## src/rtl/neopixel_serializer_if.sv

```systemverilog
// Pixel-memory / control / strip-pin bundle for the WS2812 serializer.
// The master side is the upstream controller, which owns the pixel store
// and the go request. The slave side is the serializer, which owns the
// address, the status flags and the strip output.
interface neopixel_serializer_if #(
    parameter int NUM_PIXELS = 16
);
    localparam int AW = (NUM_PIXELS > 1) ? $clog2(NUM_PIXELS) : 1;

    logic          go;
    logic [AW-1:0] pixel_addr;
    logic [23:0]   pixel_data;
    logic          ready;
    logic          neo_out;
    logic          frame_done;

    modport master (
        output go,
        output pixel_data,
        input  pixel_addr,
        input  ready,
        input  neo_out,
        input  frame_done
    );

    modport slave (
        input  go,
        input  pixel_data,
        output pixel_addr,
        output ready,
        output neo_out,
        output frame_done
    );
endinterface

```

## src/rtl/neopixel_serializer.sv

```systemverilog
// WS2812 one-wire line driver.
// On go it fetches NUM_PIXELS GRB words from a memory with one cycle of read
// latency. It shifts each word out MSB-first as back-to-back bit cells of
// BIT_CYCLES clocks, with no gaps between bits or pixels. It then holds the
// line low for LATCH_CYCLES and pulses frame_done.
// neo_out and frame_done are registered from next-state values, so the
// strip pin comes straight from a flop and cannot glitch.
// T0H_CYCLES < T1H_CYCLES < BIT_CYCLES must hold for a usable waveform.
module neopixel_serializer #(
    parameter int NUM_PIXELS   = 16,
    parameter int BIT_CYCLES   = 63,
    parameter int T0H_CYCLES   = 20,
    parameter int T1H_CYCLES   = 40,
    parameter int LATCH_CYCLES = 2500
) (
    input  logic                  i_clock,
    input  logic                  i_reset_n,
    neopixel_serializer_if.slave  bus
);
    localparam int AW   = (NUM_PIXELS > 1) ? $clog2(NUM_PIXELS) : 1;
    localparam int CMAX = (BIT_CYCLES > LATCH_CYCLES) ? BIT_CYCLES : LATCH_CYCLES;
    localparam int CW   = (CMAX > 1) ? $clog2(CMAX) : 1;

    localparam logic [CW-1:0] C_BIT_LAST   = CW'(BIT_CYCLES - 1);
    localparam logic [CW-1:0] C_LATCH_LAST = CW'(LATCH_CYCLES - 1);
    localparam logic [CW-1:0] C_T0H        = CW'(T0H_CYCLES);
    localparam logic [CW-1:0] C_T1H        = CW'(T1H_CYCLES);
    localparam logic [AW-1:0] A_LAST       = AW'(NUM_PIXELS - 1);

    localparam logic [1:0] S_IDLE  = 2'd0;
    localparam logic [1:0] S_FETCH = 2'd1;
    localparam logic [1:0] S_SEND  = 2'd2;
    localparam logic [1:0] S_LATCH = 2'd3;

    logic [1:0]    r_state;
    logic [CW-1:0] r_cnt;
    logic [23:0]   r_shift;
    logic [4:0]    r_bit;
    logic [AW-1:0] r_pix;
    logic [AW-1:0] r_addr;
    logic          r_neo;
    logic          r_done;

    logic [1:0]    w_state_next;
    logic [CW-1:0] w_cnt_next;
    logic [23:0]   w_shift_next;
    logic [4:0]    w_bit_next;
    logic [AW-1:0] w_pix_next;
    logic [AW-1:0] w_addr_next;
    logic [AW-1:0] w_addr_inc;
    logic [CW-1:0] w_thx;
    logic          w_neo_next;
    logic          w_done_next;

    // The fetch address saturates on the last pixel and never wraps mid-frame.
    assign w_addr_inc = (r_addr == A_LAST) ? r_addr : r_addr + 1'b1;

    // Frame sequencing: next state, counters, shift register and fetch address.
    always_comb begin
        w_state_next = r_state;
        w_cnt_next   = r_cnt;
        w_shift_next = r_shift;
        w_bit_next   = r_bit;
        w_pix_next   = r_pix;
        w_addr_next  = r_addr;
        case (r_state)
            S_IDLE: begin
                if (bus.go) begin
                    w_state_next = S_FETCH;
                end
            end
            S_FETCH: begin
                // Address 0 has been presented for at least one cycle, so
                // pixel 0 is on pixel_data now. Prefetch of pixel 1 starts here.
                w_state_next = S_SEND;
                w_shift_next = bus.pixel_data;
                w_bit_next   = 5'd23;
                w_cnt_next   = '0;
                w_pix_next   = '0;
                w_addr_next  = w_addr_inc;
            end
            S_SEND: begin
                if (r_cnt == C_BIT_LAST) begin
                    w_cnt_next = '0;
                    if (r_bit == 5'd0) begin
                        if (r_pix == A_LAST) begin
                            w_state_next = S_LATCH;
                            w_addr_next  = '0;
                        end else begin
                            // The next pixel was addressed a whole pixel
                            // earlier, so it can be loaded without a gap.
                            w_shift_next = bus.pixel_data;
                            w_bit_next   = 5'd23;
                            w_pix_next   = r_pix + 1'b1;
                            w_addr_next  = w_addr_inc;
                        end
                    end else begin
                        w_shift_next = {r_shift[22:0], 1'b0};
                        w_bit_next   = r_bit - 1'b1;
                    end
                end else begin
                    w_cnt_next = r_cnt + 1'b1;
                end
            end
            S_LATCH: begin
                if (r_cnt == C_LATCH_LAST) begin
                    w_state_next = S_IDLE;
                    w_cnt_next   = '0;
                end else begin
                    w_cnt_next = r_cnt + 1'b1;
                end
            end
            default: begin
                w_state_next = S_IDLE;
                w_cnt_next   = '0;
                w_addr_next  = '0;
            end
        endcase

        w_thx       = w_shift_next[23] ? C_T1H : C_T0H;
        w_neo_next  = (w_state_next == S_SEND) && (w_cnt_next < w_thx);
        w_done_next = (w_state_next == S_LATCH) && (w_cnt_next == C_LATCH_LAST);
    end

    // State and output registers. The asynchronous reset drops the line at once.
    always_ff @(posedge i_clock or negedge i_reset_n) begin
        if (!i_reset_n) begin
            r_state <= S_IDLE;
            r_cnt   <= '0;
            r_shift <= '0;
            r_bit   <= '0;
            r_pix   <= '0;
            r_addr  <= '0;
            r_neo   <= 1'b0;
            r_done  <= 1'b0;
        end else begin
            r_state <= w_state_next;
            r_cnt   <= w_cnt_next;
            r_shift <= w_shift_next;
            r_bit   <= w_bit_next;
            r_pix   <= w_pix_next;
            r_addr  <= w_addr_next;
            r_neo   <= w_neo_next;
            r_done  <= w_done_next;
        end
    end

    assign bus.pixel_addr = r_addr;
    assign bus.ready      = (r_state == S_IDLE);
    assign bus.neo_out    = r_neo;
    assign bus.frame_done = r_done;
endmodule
```

## src/flat_wrapper.sv

```systemverilog
// flat-port wrapper written by rule: the top's interface ports become plain ports
module neopixel_serializer_flat 
#(
    parameter int NUM_PIXELS   = 16,
    parameter int BIT_CYCLES   = 63,
    parameter int T0H_CYCLES   = 20,
    parameter int T1H_CYCLES   = 40,
    parameter int LATCH_CYCLES = 2500
)
  (i_clock, i_reset_n, bus_go, bus_pixel_data, bus_pixel_addr, bus_ready, bus_neo_out, bus_frame_done);
  neopixel_serializer_if #(.NUM_PIXELS(NUM_PIXELS)) bus_i ();
  input  logic i_clock;
  input  logic i_reset_n;
  input wire logic [$bits(bus_i.go)-1:0] bus_go;
  input wire logic [$bits(bus_i.pixel_data)-1:0] bus_pixel_data;
  output wire logic [$bits(bus_i.pixel_addr)-1:0] bus_pixel_addr;
  output wire logic [$bits(bus_i.ready)-1:0] bus_ready;
  output wire logic [$bits(bus_i.neo_out)-1:0] bus_neo_out;
  output wire logic [$bits(bus_i.frame_done)-1:0] bus_frame_done;
  assign bus_i.go = bus_go;
  assign bus_i.pixel_data = bus_pixel_data;
  assign bus_pixel_addr = bus_i.pixel_addr;
  assign bus_ready = bus_i.ready;
  assign bus_neo_out = bus_i.neo_out;
  assign bus_frame_done = bus_i.frame_done;
  neopixel_serializer #(.NUM_PIXELS(NUM_PIXELS), .BIT_CYCLES(BIT_CYCLES), .T0H_CYCLES(T0H_CYCLES), .T1H_CYCLES(T1H_CYCLES), .LATCH_CYCLES(LATCH_CYCLES)) u_core (.i_clock(i_clock), .i_reset_n(i_reset_n), .bus(bus_i));
endmodule
```

## config.mk

```make
export PLATFORM = sky130hd
export DESIGN_NAME = neopixel_serializer_flat
export DESIGN_NICKNAME = d
export VERILOG_FILES = /design/src/rtl/neopixel_serializer_if.sv /design/src/rtl/neopixel_serializer.sv /design/src/flat_wrapper.sv
export SDC_FILE = /design/constraint.sdc
export NUM_CORES = 1
export LEC_CHECK = 0
export ABC_AREA = 0
export ABC_CLOCK_PERIOD_IN_PS = 3680
export CELL_PAD_IN_SITES_DETAIL_PLACEMENT = 1
export CELL_PAD_IN_SITES_GLOBAL_PLACEMENT = 2
export CORE_ASPECT_RATIO = 0.7
export CORE_MARGIN = 1
export CORE_UTILIZATION = 35
export CTS_CLUSTER_DIAMETER = 120
export DETAILED_ROUTE_END_ITERATION = 12
export GPL_TIMING_DRIVEN = 0
export PLACE_DENSITY = 0.86
export SLEW_MARGIN = 20
export SYNTH_ARGS = -nofsm -noshare
export SYNTH_HDL_FRONTEND = slang
export SYNTH_SLANG_ARGS = --single-unit
```

## constraint.sdc

```tcl
create_clock -name i_clock -period 3.68 [get_ports i_clock]
set_clock_uncertainty 0.1 [all_clocks]
set_input_delay 0.368 -clock i_clock [delete_from_list [all_inputs] [get_ports i_clock]]
set_output_delay 0.368 -clock i_clock [all_outputs]
set_load 0.005 [all_outputs]
```

Word-level counts from Yosys, hierarchy flattened
Index checks and enable logic that the tools add are counted.
W data, S select, Z words.
{"block": "op_classes", "n_reduce_logical": 8, "add_sub_neg": 4, "muxes": 27, "n_eq_ne": 14, "order_cmp": 1}
{"op": "$mux W24", "count": 3}
{"op": "$pmux W24 S2", "count": 1}
{"op": "$pmux W12 S3", "count": 1}
{"op": "$mux W4", "count": 7}
{"op": "$eq A12 B12 Y1 const B", "count": 2}
{"op": "$mux W12", "count": 2}
{"op": "$pmux W4 S2", "count": 2}
{"op": "$mux W5", "count": 3}
{"op": "$add A12 B1 Y12 const B", "count": 1}
{"op": "$eq A12 B6 Y1 const B", "count": 1}
{"op": "$lt A12 B12 Y1", "count": 1}
{"op": "$mux W2", "count": 5}
{"op": "$pmux W5 S2", "count": 1}
{"op": "$add A4 B1 Y4 const B", "count": 2}
{"op": "$eq A2 B2 Y1 const B", "count": 4}
{"op": "$eq A4 B4 Y1 const B", "count": 2}
{"op": "$pmux W2 S4", "count": 1}
{"op": "$mux W6", "count": 1}
{"op": "$reduce_and A3 Y1", "count": 2}
{"op": "$logic_not A5 Y1", "count": 1}
{"op": "$sub A5 B1 Y5 const B", "count": 1}
{"op": "$ne A2 B1 Y1 const B", "count": 2}
{"op": "$reduce_and A4 Y1", "count": 1}
{"op": "$ne A3 B3 Y1 const B", "count": 1}
{"op": "5 further kinds", "count": 6}
{"block": "totals", "register_bits": 53, "word_cells": 63, "out_inout_bits": 7}

Logic depth before layout (Yosys ltp)
{"block": "depth", "word_depth": 8, "ltp_mapped": 12}

Worst setup path before layout
OpenSTA, ideal clock, no wires.
{"block": "synth_path", "kind": "register to register", "startpoint": "register u_core.r_bit[0]", "endpoint": "register u_core.r_neo (netlist: u_core.bus.neo_out)", "synth_period_minus_slack_ns": 3.140, "setup_time_ns": 0.111, "slack_ns": 0.540, "arrival_time_ns": 2.928, "path_stages_with_launch": 13, "required_time_ns": 3.469, "path_cell_list": "dfrtp_1 inv_1 ha_1 or4b_4 o21ai_2 o22ai_1 and2_1 or2_1 ha_1 o211ai_1 nor2_1 a221o_1 a2111oi_2"}
{"block": "synth_via", "elab_chain_cells": 7, "word_cells_on_any_way": 11, "classes_between": "1 x order compare; 1 x eq/ne; 7 x mux; 2 x reduce/logical"}
{"item": "start, declared", "line_no": "neopixel_serializer.sv:38", "source": "logic [4:0] r_bit;"}
{"item": "start signal, assigned", "line_no": "neopixel_serializer.sv:140", "source": "r_bit <= w_bit_next;"}
{"item": "$logic_not A5 Y1 *", "line_no": "neopixel_serializer.sv:85", "source": "if (r_bit == 5'd0) begin"}
{"item": "$mux W24", "line_no": "neopixel_serializer.sv:85"}
{"item": "$mux W24", "line_no": "neopixel_serializer.sv:83", "source": "if (r_cnt == C_BIT_LAST) begin"}
{"item": "$pmux W24 S2", "line_no": "neopixel_serializer.sv:66", "source": "case (r_state)"}
{"item": "$mux W6", "line_no": "neopixel_serializer.sv:120", "source": "w_thx = w_shift_next[23] ? C_T1H : C_T0H;"}
{"item": "$lt A12 B12 Y1", "line_no": "neopixel_serializer.sv:121", "source": "w_neo_next = (w_state_next == S_SEND) && (w_cnt_next < w_thx);"}
{"item": "$logic_and A1 B1 Y1 *", "line_no": "neopixel_serializer.sv:121"}
{"item": "via u_core.w_neo_next", "line_no": "neopixel_serializer.sv:52", "source": "logic w_neo_next;"}
{"item": "end signal, assigned", "line_no": "neopixel_serializer.sv:143", "source": "r_neo <= w_neo_next;"}
{"item": "end, declared", "line_no": "neopixel_serializer.sv:41", "source": "logic r_neo;"}
The timed path passes the listed nets; every way through them passes the cells marked *. The select of a mux whose other input is x is not followed.
A chain may end at the register's enable or synchronous reset.

Final worst setup path
Same ends and word-level chain as after synthesis.

==> flow_summary.json <==
{
  "status": "completed",
  "hold_ws_ns": 0.3749,
  "die_area_mm2": 0.009015,
  "synth_top_area_share_pct": 43.89,
  "clk_latency_ns": 0.29,
  "ys_ff_latch": 53,
  "syn_inst": 317,
  "synth_top_cell_by_area": "dfrtp_1",
  "regToRegEndpoint": "u_core.bus.neo_out$_DFF_PN0_",
  "finalHoldViolCount": 0,
  "grt_use_total_pct": 18.76,
  "dp_hpwl_um": 5858,
  "reg2regPathDepth": 12,
  "seq_area_frac_synth_pct": 43.89,
  "path_class": "reg2reg",
  "gp_congestion": 0.8103,
  "synth.area.top_cells": "dfrtp_1 44%, nor2_1 8.7%, a221oi_1 6.4%",
  "drt_iter0_drc": 94,
  "grt_setup_unrepaired": "no",
  "peakVddDrop_mv": 0.1758,
  "vias_per_cell": 5.466,
  "grt.overflow.total": 0,
  "crit_fanout": 4,
  "num_rows": 27,
  "antenna_found_initial": 0,
  "max_freq_mhz": 284.8,
  "p_leak_nw": 1.685,
  "cts_max_path_buffers": 2,
  "synth_edf_count": 0,
  "min_to": "u_core.r_shift[0]$_DFFE_PN0P_",
  "rr_startpoint": "u_core.r_bit[0]$_DFFE_PN0P_",
  "async_flop_share_pct": 100.0,
  "routedWlPerCell_um": 17.07,
  "period_needed_ns": 3.512,
  "initial_core_util_pct": 37.27,
  "report.final.setup_viol": 0,
  "ant_nets": 0,
  "clock_sinks": 53,
  "tightest_slew_ns": 0.5391,
  "htree_levels": 2,
  "slew_headroom_pct": 64.06,
  "clkTransAtPathRegs_ns": 0.07,
  "holdCritStartpoint": "u_core.r_shift[0]$_DFFE_PN0P_",
  "synth.avg_cell_area_um2": 9.532,
  "die_w_um": 113.1,
  "slew_violations": 0,
  "hold_class": "reg2reg",
  "startpoint_type": "flip-flop",
  "layout-drive-gt1-share_pct": 10.00,
  "cts_tree": "built",
  "n_antenna_cell": 0,
  "ys_types": 55,
  "port-buffer-count": 33,
  "root_buffer": "clkbuf_16",
  "finish.utilization_pct": 45.60,
  "grt_max_degree": 35,
  "dp_cells": 452,
  "period_share_pct": 95.43,
  "maxCapViolCount": 0,
  "power.density_mw_per_mm2": 311.0,
  "synth_area_mm2": 0.003022,
  "cp.arrival_ns": 3.59,
  "firstDrtPassIters": 4,
  "fin_nets": 401,
  "ys.flop_type": "dfrtp_1",
  "pre_cts_ws_ns": -0.1450,
  "yosysWarnings": 0,
  "rrSetupSlack_ns": 0.17,
  "cts_inserted_buffers": 5,
  "ioPinCount": 34,
  "synthesis.nets": 358,
  "route.detailed.drc": 0,
  "area_delta_synth_final_pct": 22.36,
  "wl_um": 7869,
  "die_h_um": 79.74,
  "grt_pass1_wl_um": 13200,
  "vias": 2520,
  "setup.worst_path.end_class": "flip-flop",
  "finalNonFillerCells": 461,
  "grt_pass1_vias": 2586,
  "cp.required_ns": 3.76,
  "setup_ws_ns": 0.1682,
  "hold_path_depth": 2,
  "coreArea_mm2": 0.008108
}
==> synth_stat cells (2+ instances only) <==
| cell | n |
|---|---|
| o211ai_1 | 2 |
| nand3_1 | 14 |
| nand2b_1 | 3 |
| buf_6 | 5 |
| o21ai_0 | 6 |
| nor3_1 | 6 |
| o22ai_1 | 2 |
| nor2b_1 | 2 |
| a21o_1 | 5 |
| a221oi_1 | 22 |
| xnor2_1 | 9 |
| xor2_1 | 5 |
| ha_1 | 14 |
| nand2_1 | 17 |
| mux2i_1 | 3 |
| buf_2 | 7 |
| inv_1 | 8 |
| nand4_1 | 3 |
| a22oi_1 | 2 |
| a31oi_1 | 4 |
| a21oi_1 | 13 |
| and3_1 | 4 |
| dfrtp_1 | 53 |
| and4_1 | 4 |
| o21a_1 | 2 |
| or3_1 | 2 |
| nor2_1 | 70 |
| clkbuf_1 | 3 |
==> sequential cells by signal, summed over array words and instances (netlist names) <==
register / cells
u_core.r_shift: 24
u_core.bus.pixel_addr: 4
u_core.bus.frame_done: 1
u_core.r_pix: 4
u_core.bus.neo_out: 1
u_core.r_cnt: 12
u_core.r_bit: 5
u_core.r_state: 2
==> how the worst max path moves through the flow <==
| stage | start | end | slack [ns] | cells after the start |
|---|---|---|---|---|
| final | u_core.r_bit[0]$_DFFE_PN0P_ | u_core.bus.neo_out$_DFF_PN0_ | 0.17 | 12 |
| after global routing | u_core.r_bit[0]$_DFFE_PN0P_ | u_core.bus.neo_out$_DFF_PN0_ | 0.0006 | 12 |
| after CTS | u_core.r_state[0]$_DFF_PN0_ | u_core.bus.neo_out$_DFF_PN0_ | 0.01 | 12 |
| after detailed placement | u_core.r_state[0]$_DFF_PN0_ | u_core.bus.neo_out$_DFF_PN0_ | -0.15 | 12 |
| after global placement | u_core.r_state[0]$_DFF_PN0_ | u_core.bus.neo_out$_DFF_PN0_ | -0.11 | 12 |
| after floorplan | u_core.r_bit[0]$_DFFE_PN0P_ | u_core.bus.neo_out$_DFF_PN0_ | 0.54 | 12 |
==> cell type report <==
class	count	area, um^2
repair buffers	36	365.4
flip-flops and latches	53	1326
inverters	8	30.03
plain buffers	17	117.6
well taps	101	126.4
clock inverters	2	35.03
fillers	934	4410
clock buffers	5	125.1
multi-input cells	239	1572
==> layer usage <==
layer | up-vias | GRT usage, % | wire length (um)
li1 | 1231 | - | -
met1 | 1245 | 29.29 | 4229
met2 | 38 | 26.69 | 3307
met3 | 6 | 3.189 | 272
met4 | 0 | 3.947 | 59
met5 | - | 0 | 0
==> report_power, final <==
part	total, mW	internal (mW)	switching (mW)
Sequential	0.582	0.582	0
Clock	0.523	0.316	0.207
Combinational	0.0449	0.0272	0.0177
Total	1.15	0.926	0.224
==> cells by family after synthesis <==
kind of cell | after synthesis | share of synthesized area, %
AO/OA/AOI/OAI | 69 | 17.39
XOR/XNOR | 14 | 4.058
adder cells (fa/ha/maj) | 14 | 5.797
buffers and inverters | 25 | 4.762
flip-flops | 53 | 43.89
multiplexers | 3 | 0.9938
AND/OR/NAND/NOR | 139 | 23.11
==> critical path: stages, from the launching register on <==
cell       delay, ns
dfrtp_1         0.38
inv_1           0.12
ha_1            0.19
or4b_4          0.51
o21ai_4         0.23
o22ai_2         0.13
and2_1          0.18
or2_1           0.23
ha_1            0.30
o211ai_1        0.29
nor2_1          0.08
a221o_1         0.29
a2111oi_2       0.37
==> timing repair <==
action | CTS | global route
resized for setup | 1 | 6
hold buffers | 1 | 0
endpoints found under the hold margin | 19 | 0
setup endpoints to repair | 1 | 1
buffers inserted | 0 | 1
pin swaps | 0 | 1
==> cells in the final DEF (no fill, tap or decap), drive strengths merged, types with 3 or more instances in the layout <==
master and instances:
and3 5, a221oi 22, buf 18, o21ai 8, inv 8, a31oi 4, clkbuf 7, dfrtp 53
a21oi 13, nor2 70, xor2 5, nand2b 3, mux2i 3, nand3 14, xnor2 9, and4 4
nor3 7, ha 14, nand2 17, clkdlybuf4s50 32, a21o 5, nand4 4, nor4b 3
==> stage by stage <==
stage	total power, mW	instance area (um^2)	TNS, ns
after floorplan	0.5943	3022	0
after global placement	0.6363	3478	-0.1051
after detailed placement	0.6383	3496	-0.1450
after CTS	1.168	3667	0
after global routing	1.194	3697	0
final	1.150	3697	0
Power figures use the tool's default switching activity.
